--- src/rtl/servo_pwm_pkg.sv ---
`default_nettype none
// ============================================================================
// Package : servo_pwm_pkg
// Brief   : Shared types and helpers for the multi-channel servo PWM block.
// Rev     : 1.0  initial release
// ============================================================================
package servo_pwm_pkg;

    localparam logic MODE_FIXED = 1'b0;
    localparam logic MODE_ALT   = 1'b1;

    // Config fields are stored at a fixed width; narrower ports are zero-extended.
    localparam int CFG_FW = 16;

    typedef struct packed {
        logic              mode;
        logic [CFG_FW-1:0] width_a;
        logic [CFG_FW-1:0] width_b;
        logic [CFG_FW-1:0] dwell;
    } cfg_t;

    function automatic logic [CFG_FW-1:0] eff_dwell(input logic [CFG_FW-1:0] dwell);
        return (dwell == '0) ? CFG_FW'(1) : dwell;
    endfunction

endpackage
`default_nettype wire

--- src/rtl/servo_pwm_multi_prescaler.sv ---
`default_nettype none
// ============================================================================
// Module : pwm_prescaler
// Brief  : Divides clk into a one-cycle tick every CLK_DIV cycles while enabled.
// Rev    : 1.0  initial release
// ============================================================================
module pwm_prescaler #(
    parameter int CLK_DIV = 2400
) (
    input  logic clk,
    input  logic rst,
    input  logic en,
    output logic tick
);

    localparam int              c_cw   = $clog2(CLK_DIV);
    localparam logic [c_cw-1:0] c_last = c_cw'(CLK_DIV - 1);

    logic [c_cw-1:0] r_div_cnt;

    always_ff @(posedge clk) begin
        if (rst || !en) begin
            r_div_cnt <= '0;
        end else if (r_div_cnt == c_last) begin
            r_div_cnt <= '0;
        end else begin
            r_div_cnt <= r_div_cnt + c_cw'(1);
        end
    end

    assign tick = en && (r_div_cnt == c_last);

endmodule
`default_nettype wire

--- src/rtl/servo_pwm_multi.sv ---
`default_nettype none
// ============================================================================
// Module : servo_pwm_multi
// Brief  : N-channel frame-based PWM with per-channel A/B width alternation.
// Rev    : 1.0  initial release
// ============================================================================
module servo_pwm_multi
    import servo_pwm_pkg::*;
#(
    parameter int N_CH        = 4,
    parameter int CLK_DIV     = 2400,
    parameter int FRAME_TICKS = 200,
    parameter int WW          = 8,
    parameter int DW          = 8
) (
    input  logic               clk,
    input  logic               rst,
    input  logic               en,
    input  logic               load,
    input  logic [N_CH-1:0]    mode,
    input  logic [N_CH*WW-1:0] width_a,
    input  logic [N_CH*WW-1:0] width_b,
    input  logic [N_CH*DW-1:0] dwell,
    output logic [N_CH-1:0]    pwm,
    output logic [N_CH-1:0]    phase,
    output logic               frame_start
);

    // FRAME_TICKS <= 2**WW, so the last tick index always fits in WW bits.
    localparam logic [WW-1:0] c_last_tick = WW'(FRAME_TICKS - 1);

    logic          r_en_d;
    logic          w_run;
    logic          w_tick;
    logic          w_boundary;
    logic [WW-1:0] r_frame_cnt;
    logic [WW-1:0] w_frame_cnt_nxt;
    logic          r_frame_start;

    // Prescaler is held through the first enabled cycle so the new frame starts at div_cnt = 0.
    assign w_run = en && r_en_d;

    pwm_prescaler #(
        .CLK_DIV (CLK_DIV)
    ) u_prescaler (
        .clk  (clk),
        .rst  (rst),
        .en   (w_run),
        .tick (w_tick)
    );

    assign w_boundary = en && (!r_en_d || (w_tick && (r_frame_cnt == c_last_tick)));

    always_comb begin
        w_frame_cnt_nxt = r_frame_cnt;
        if (!en || w_boundary) begin
            w_frame_cnt_nxt = '0;
        end else if (w_tick) begin
            w_frame_cnt_nxt = r_frame_cnt + WW'(1);
        end
    end

    always_ff @(posedge clk) begin
        if (rst) begin
            r_en_d        <= 1'b0;
            r_frame_cnt   <= '0;
            r_frame_start <= 1'b0;
        end else begin
            r_en_d        <= en;
            r_frame_cnt   <= w_frame_cnt_nxt;
            r_frame_start <= w_boundary;
        end
    end

    assign frame_start = r_frame_start;

    generate
        for (genvar i = 0; i < N_CH; i++) begin : g_ch
            cfg_t              w_in;
            cfg_t              r_pend;
            cfg_t              r_act;
            cfg_t              w_act_nxt;
            logic [DW-1:0]     r_dcnt;
            logic [DW-1:0]     w_dcnt_nxt;
            logic              r_phase;
            logic              w_phase_nxt;
            logic [CFG_FW-1:0] w_weff_nxt;
            logic              w_pwm_nxt;
            logic              r_pwm;

            always_comb begin
                w_in         = '0;
                w_in.mode    = mode[i];
                w_in.width_a = CFG_FW'(width_a[i*WW +: WW]);
                w_in.width_b = CFG_FW'(width_b[i*WW +: WW]);
                w_in.dwell   = CFG_FW'(dwell[i*DW +: DW]);
            end

            // A load coinciding with a boundary bypasses pending into the new frame.
            always_comb begin
                w_act_nxt = r_act;
                if (w_boundary) begin
                    w_act_nxt = load ? w_in : r_pend;
                end
            end

            // Dwell accounting uses the cfg of the frame that is ending; a restart,
            // or either side of the boundary being fixed-mode, starts fresh in phase A.
            always_comb begin
                w_dcnt_nxt  = r_dcnt;
                w_phase_nxt = r_phase;
                if (!en) begin
                    w_dcnt_nxt  = '0;
                    w_phase_nxt = 1'b0;
                end else if (w_boundary) begin
                    if (!r_en_d || (r_act.mode != MODE_ALT) || (w_act_nxt.mode == MODE_FIXED)) begin
                        w_dcnt_nxt  = '0;
                        w_phase_nxt = 1'b0;
                    end else if (CFG_FW'(r_dcnt) >= (eff_dwell(r_act.dwell) - CFG_FW'(1))) begin
                        w_dcnt_nxt  = '0;
                        w_phase_nxt = !r_phase;
                    end else begin
                        w_dcnt_nxt  = r_dcnt + DW'(1);
                    end
                end
            end

            assign w_weff_nxt = w_phase_nxt ? w_act_nxt.width_b : w_act_nxt.width_a;
            assign w_pwm_nxt  = en && (CFG_FW'(w_frame_cnt_nxt) < w_weff_nxt);

            always_ff @(posedge clk) begin
                if (rst) begin
                    r_pend  <= '0;
                    r_act   <= '0;
                    r_dcnt  <= '0;
                    r_phase <= 1'b0;
                    r_pwm   <= 1'b0;
                end else begin
                    if (load) begin
                        r_pend <= w_in;
                    end
                    r_act   <= w_act_nxt;
                    r_dcnt  <= w_dcnt_nxt;
                    r_phase <= w_phase_nxt;
                    r_pwm   <= w_pwm_nxt;
                end
            end

            assign pwm[i]   = r_pwm;
            assign phase[i] = r_phase;
        end
    endgenerate

endmodule
`default_nettype wire

--- config.mk ---
export PLATFORM = sky130hd
export DESIGN_NAME = servo_pwm_multi
export DESIGN_NICKNAME = d
export VERILOG_FILES = /design/src/rtl/servo_pwm_pkg.sv /design/src/rtl/servo_pwm_multi_prescaler.sv /design/src/rtl/servo_pwm_multi.sv
export SDC_FILE = /design/constraint.sdc
export NUM_CORES = 1
export LEC_CHECK = 0
export CAP_MARGIN = 5
export CORE_ASPECT_RATIO = 1.75
export CORE_MARGIN = 10
export CORE_UTILIZATION = 39
export DETAILED_ROUTE_END_ITERATION = 7
export HOLD_SLACK_MARGIN = 0.15
export PLACE_DENSITY_LB_ADDON = 0.05
export RECOVER_POWER = 100
export SLEW_MARGIN = 40
export SYNTH_ARGS = -nofsm -noshare
export SYNTH_HDL_FRONTEND = slang
export SYNTH_SLANG_ARGS = --single-unit
--- constraint.sdc ---
create_clock -name clk -period 13.25 [get_ports clk]
set_clock_uncertainty 0.15 [all_clocks]
set_input_delay 2.65 -clock clk [delete_from_list [all_inputs] [get_ports clk]]
set_output_delay 2.65 -clock clk [all_outputs]
set_load 0.02 [all_outputs]
==> out/qor.csv <==
stage;metric;value;unit
sta;final period utilization;73.24;%
cts;CTS max path bufs;3;
sta;setup TNS;0;ps
die;Die Area;0.06096;sq mm
route;vias;15470;
critical_path;worst path cell trace;clkbuf_1 > mux2i_1 > nand2b_1 > a21oi_1 > nand2b_1 > mux2i_1 > clkbuf_1 > mux4_2 > a21oi_1 > ha_1 > a21o_1 > a21o_1 > a21oi_1 > and3_1 > nand3_1 > a31oi_1;
sta;min Tclk post-route;9704;ps
die;Chip Height;319.2;um
global_route;largest net degree at the start of global routing;121;
cells_and_area;fillers;4926;
synthesis;post-synthesis sequential area ratio;45.55;%
die;Die X;191.0;um
min_path;worst min path class;flop to flop;
synthesis;post-synth top area cell;dfxtp_1;
critical_path;Stages on worst setup path;16;
synthesis;Ys Warns;0;
cts;number of clock sinks;454;
cts;Post-CTS Repair Setup Buffers;0;
status;failing checks;max-capacitance violations, max-slew violations;
critical_path;most frequent CP cell;a21oi_1;
critical_path;CP bufs+invs;2;
global_route;grt total ovfl;0;
critical_path;Reg2Reg Setup Slack;5330;ps
global_route;most used routing layer in global routing;met2;
global_route;Tot GR Track Use;16.65;%
critical_path;crit path max-delay cell type;clkbuf_1;
cts;CTS resizes;0;
critical_path;Worst EP arrival;10030;ps
sta;Worst-Margin Slew;3682;ps
sta;max-slew violations;442;
synthesis;Mapped Cells;2228;
pwr;Pleak;9.138;nW
placed_design;gp weighted congestion;0.8149;
placed_design;pre-CTS setup slack;5320;ps
cells_and_area;share of post-route cells with drive strength above 1;5.410;%
synthesis;syn nets;2402;
synthesis;ys async rst share;0;%
die;I/O pin count;113;
cells_and_area;final layout net count;2430;
global_route;first-pass GRT wire length;82680;um
critical_path;slowest cell delay on critical path;2530;ps
cts;Num CTS Buffers;45;
synthesis;syn avg cell area;8.955;sq um
critical_path;nature of the critical path startpoint;input port;
global_route;met2 usage;30.54;%
synthesis;largest cells by area after synthesis;dfxtp_1, mux2i_1, nor2_1, a21oi_1, ha_1;
global_route;initial antenna violation count;0;
critical_path;Register-to-Register Path Depth;22;
cts;clk_lat worst skew;570;ps
cts;Clock transition at path regs;60;ps
global_route;grt met1 use;18.83;%
sta;final hold violations;0;
synthesis;area share of the largest cell type after synthesis;45.55;%
pwr;VDD IR-drop max;115.7;uV
critical_path;RR Endpoint;g_ch[1].r_pwm;
route;drt initial violations;642;
global_route;vias in the first global route;15540;
critical_path;Crit Path Max Fanout;56;
critical_path;Critical Path End;g_ch[3].r_pwm;
synthesis;count of cell types in the netlist;71;
synthesis;number of synthesized register bits;454;
die;Initial Utilization;39.43;%
sta;Fmax achieved;0.1030;GHz
synthesis;Synth Flop Type;dfxtp_1;
die;FP Rows;109;
cts;Root Driver;clkbuf_16;
critical_path;worst flop-to-flop path startpoint;g_ch[1].r_act[4];
critical_path;WS Path Type;input port to flop;
critical_path;launching element of the worst setup path;load;
critical_path;CP Capture Type;flop;
critical_path;CP required;13570;ps
flow_run;Max-Cap Viols;10;
placed_design;number of port buffers;112;
route;DRC;0;
cts;H-tree levels;2;
route;drt pass-1 iters;5;
synthesis;post-synth design cell area;0.01995;sq mm
cells_and_area;Antenna diodes;0;
route;Routed WL;51420;um
sta;final worst setup slack;3546;ps
sta;Final Setup Violations;0;
cells_and_area;Layout area overhead;15.00;%
route;DR vias/cell;5.230;
min_path;Worst Hold Path Cells;2;
critical_path;CP top delay family;buffers and inverters;
status;outcome;finished, violations left;
cts;CTS tree;done;
route;antenna violation net count after detailed routing;0;
sta;unrepaired setup endpoints after global routing;no;
synthesis;Post-synth EDFFs;0;
route;Avg WL per Cell;17.38;um
die;core area;0.05060;sq mm
placed_design;Post-DP HPWL;35200;um
sta;Rel. slew slack;-145.5;%
global_route;met3 Use GR;2.525;%
cts;cts hold-fix bufs;0;
pwr;PwrDens;135.0;mW/mm^2
cell usage in the layout, fill, tap and decap left out, types with 14 or more instances in the layout:
cell             count
clkdlybuf4s50_1    100
dfxtp_1            454
nor3_1              21
a21oi_1            194
xnor2_1             15
inv_1               19
nand2_1            136
clkbuf_16           47
nand3b_1            69
mux2i_1            160
a221o_1             15
nand2b_1            44
and2_1              35
xor2_1              24
or3_1               18
nor2_1             391
and2_0              34
o21ai_0             54
and3_1              21
nand3_1             27
a211oi_1            97
nor4_1              44
ha_1                70
clkbuf_1            21
clkbuf_8            14
routing by layer:
layer | routed length, um | share of wire (%)
met1 | 21310 | 41
met2 | 26700 | 52
met3 | 1767 | 3.4
met4 | 1641 | 3.2
met5 | 0 | 0
sequential cells by signal, summed over array words and instances (netlist names):
signal,count
frame_start,1
r_en_d,1
g_ch.r_dcnt,32
g_ch.r_act,196
r_frame_cnt,8
g_ch.r_phase,4
g_ch.r_pwm,4
u_prescaler.r_div_cnt,12
g_ch.r_pend,196
through the flow:
step	instance area, sq um	cells	utilization (%)	hold slack (ps)	total power [mW]
floorplan	19950	2228	-	279.9	1.690
global placement	21440	2874	42.37	288.8	1.793
detailed placement	21480	2875	42.44	294.2	1.800
CTS	23030	2958	45.51	302.9	3.142
global route	22940	2958	45.35	316.7	3.238
finish	22940	2958	45.35	298.4	3.098
kinds of logic after synthesis:
| family | Yosys count | share of synthesized area (%) |
|---|---|---|
| DFF | 454 | 45.55 |
| and+or+nand+nor | 894 | 22.06 |
| adders and majority gates | 70 | 4.390 |
| muxes | 176 | 9.344 |
| AOI/OAI and AO/OA | 424 | 13.28 |
| buffers and inverters | 171 | 3.662 |
| xor gates and xnor gates | 39 | 1.712 |
synth_stat cells (all sizes together) (4+ instances only):
library cell and n:
inv 19, nand3 27, nor4 45, nor4b 6
and2 69, nor3b 5, o31ai 5, ha 70
or3 18, a211oi 97, a221o 15, o21ai 55
nand4 6, nor3 22, clkbuf 115, a22oi 11
nand2 136, mux4 7, mux2 9, a21oi 194
nand2b 44, a31oi 7, mux2i 160, and3 21
a21o 10, o211ai 4, xor2 24, nand3b 69
nor2b 10, or3b 6, o21a 9, nor2 396
dfxtp 454, buf 36, xnor2 15, o22ai 4
and4 5
layout make-up:
type | instances | area [sq um] | area share [%]
inverter | 20 | 75.07 | 0.3272
timing repair buffer | 132 | 1251 | 5.453
multi-input combinational | 1603 | 10150 | 44.22
clock inverter | 10 | 136.4 | 0.5944
tap | 666 | 833.3 | 3.632
sequential | 454 | 9089 | 39.61
clock buffer | 73 | 1414 | 6.162
worst min path at each step:
stage / from / endpoint
after global routing: g_ch[3].r_act[40] / g_ch[3].r_act[40]
after floorplan: u_prescaler.r_div_cnt[0] / u_prescaler.r_div_cnt[0]
final: g_ch[2].r_act[26] / g_ch[2].r_act[26]
after global placement: g_ch[0].r_act[40] / g_ch[0].r_act[40]
after detailed placement: g_ch[0].r_act[40] / g_ch[0].r_act[40]
after CTS: g_ch[0].r_act[40] / g_ch[0].r_act[40]
power by group:
group / switching, mW / leakage [nW] / internal, mW
registers: 0.0280 / 3.70 / 1.41
logic: 0.189 / 4.68 / 0.142
clock network: 0.542 / 0.753 / 0.788
worst reg2reg max path, cell delays in order, from the launching register on:
cell and delay [ps]:
dfxtp_1 350, nor3_1 260, nand2b_1 130, nor4_1 580, a21oi_1 190, ha_1 260
or3b_1 280, xor2_1 190, ha_1 270, a21o_1 180, a2111oi_0 390, o21a_1 250
nor4_1 70, o21ai_0 2440, mux2i_1 370, nor2_1 70, a21oi_1 340, ha_1 330
a21oi_1 150, nor2_1 50, a211oi_1 250, nand4b_1 130, a31oi_1 170
Note: power is estimated with default switching activity, not from simulation.
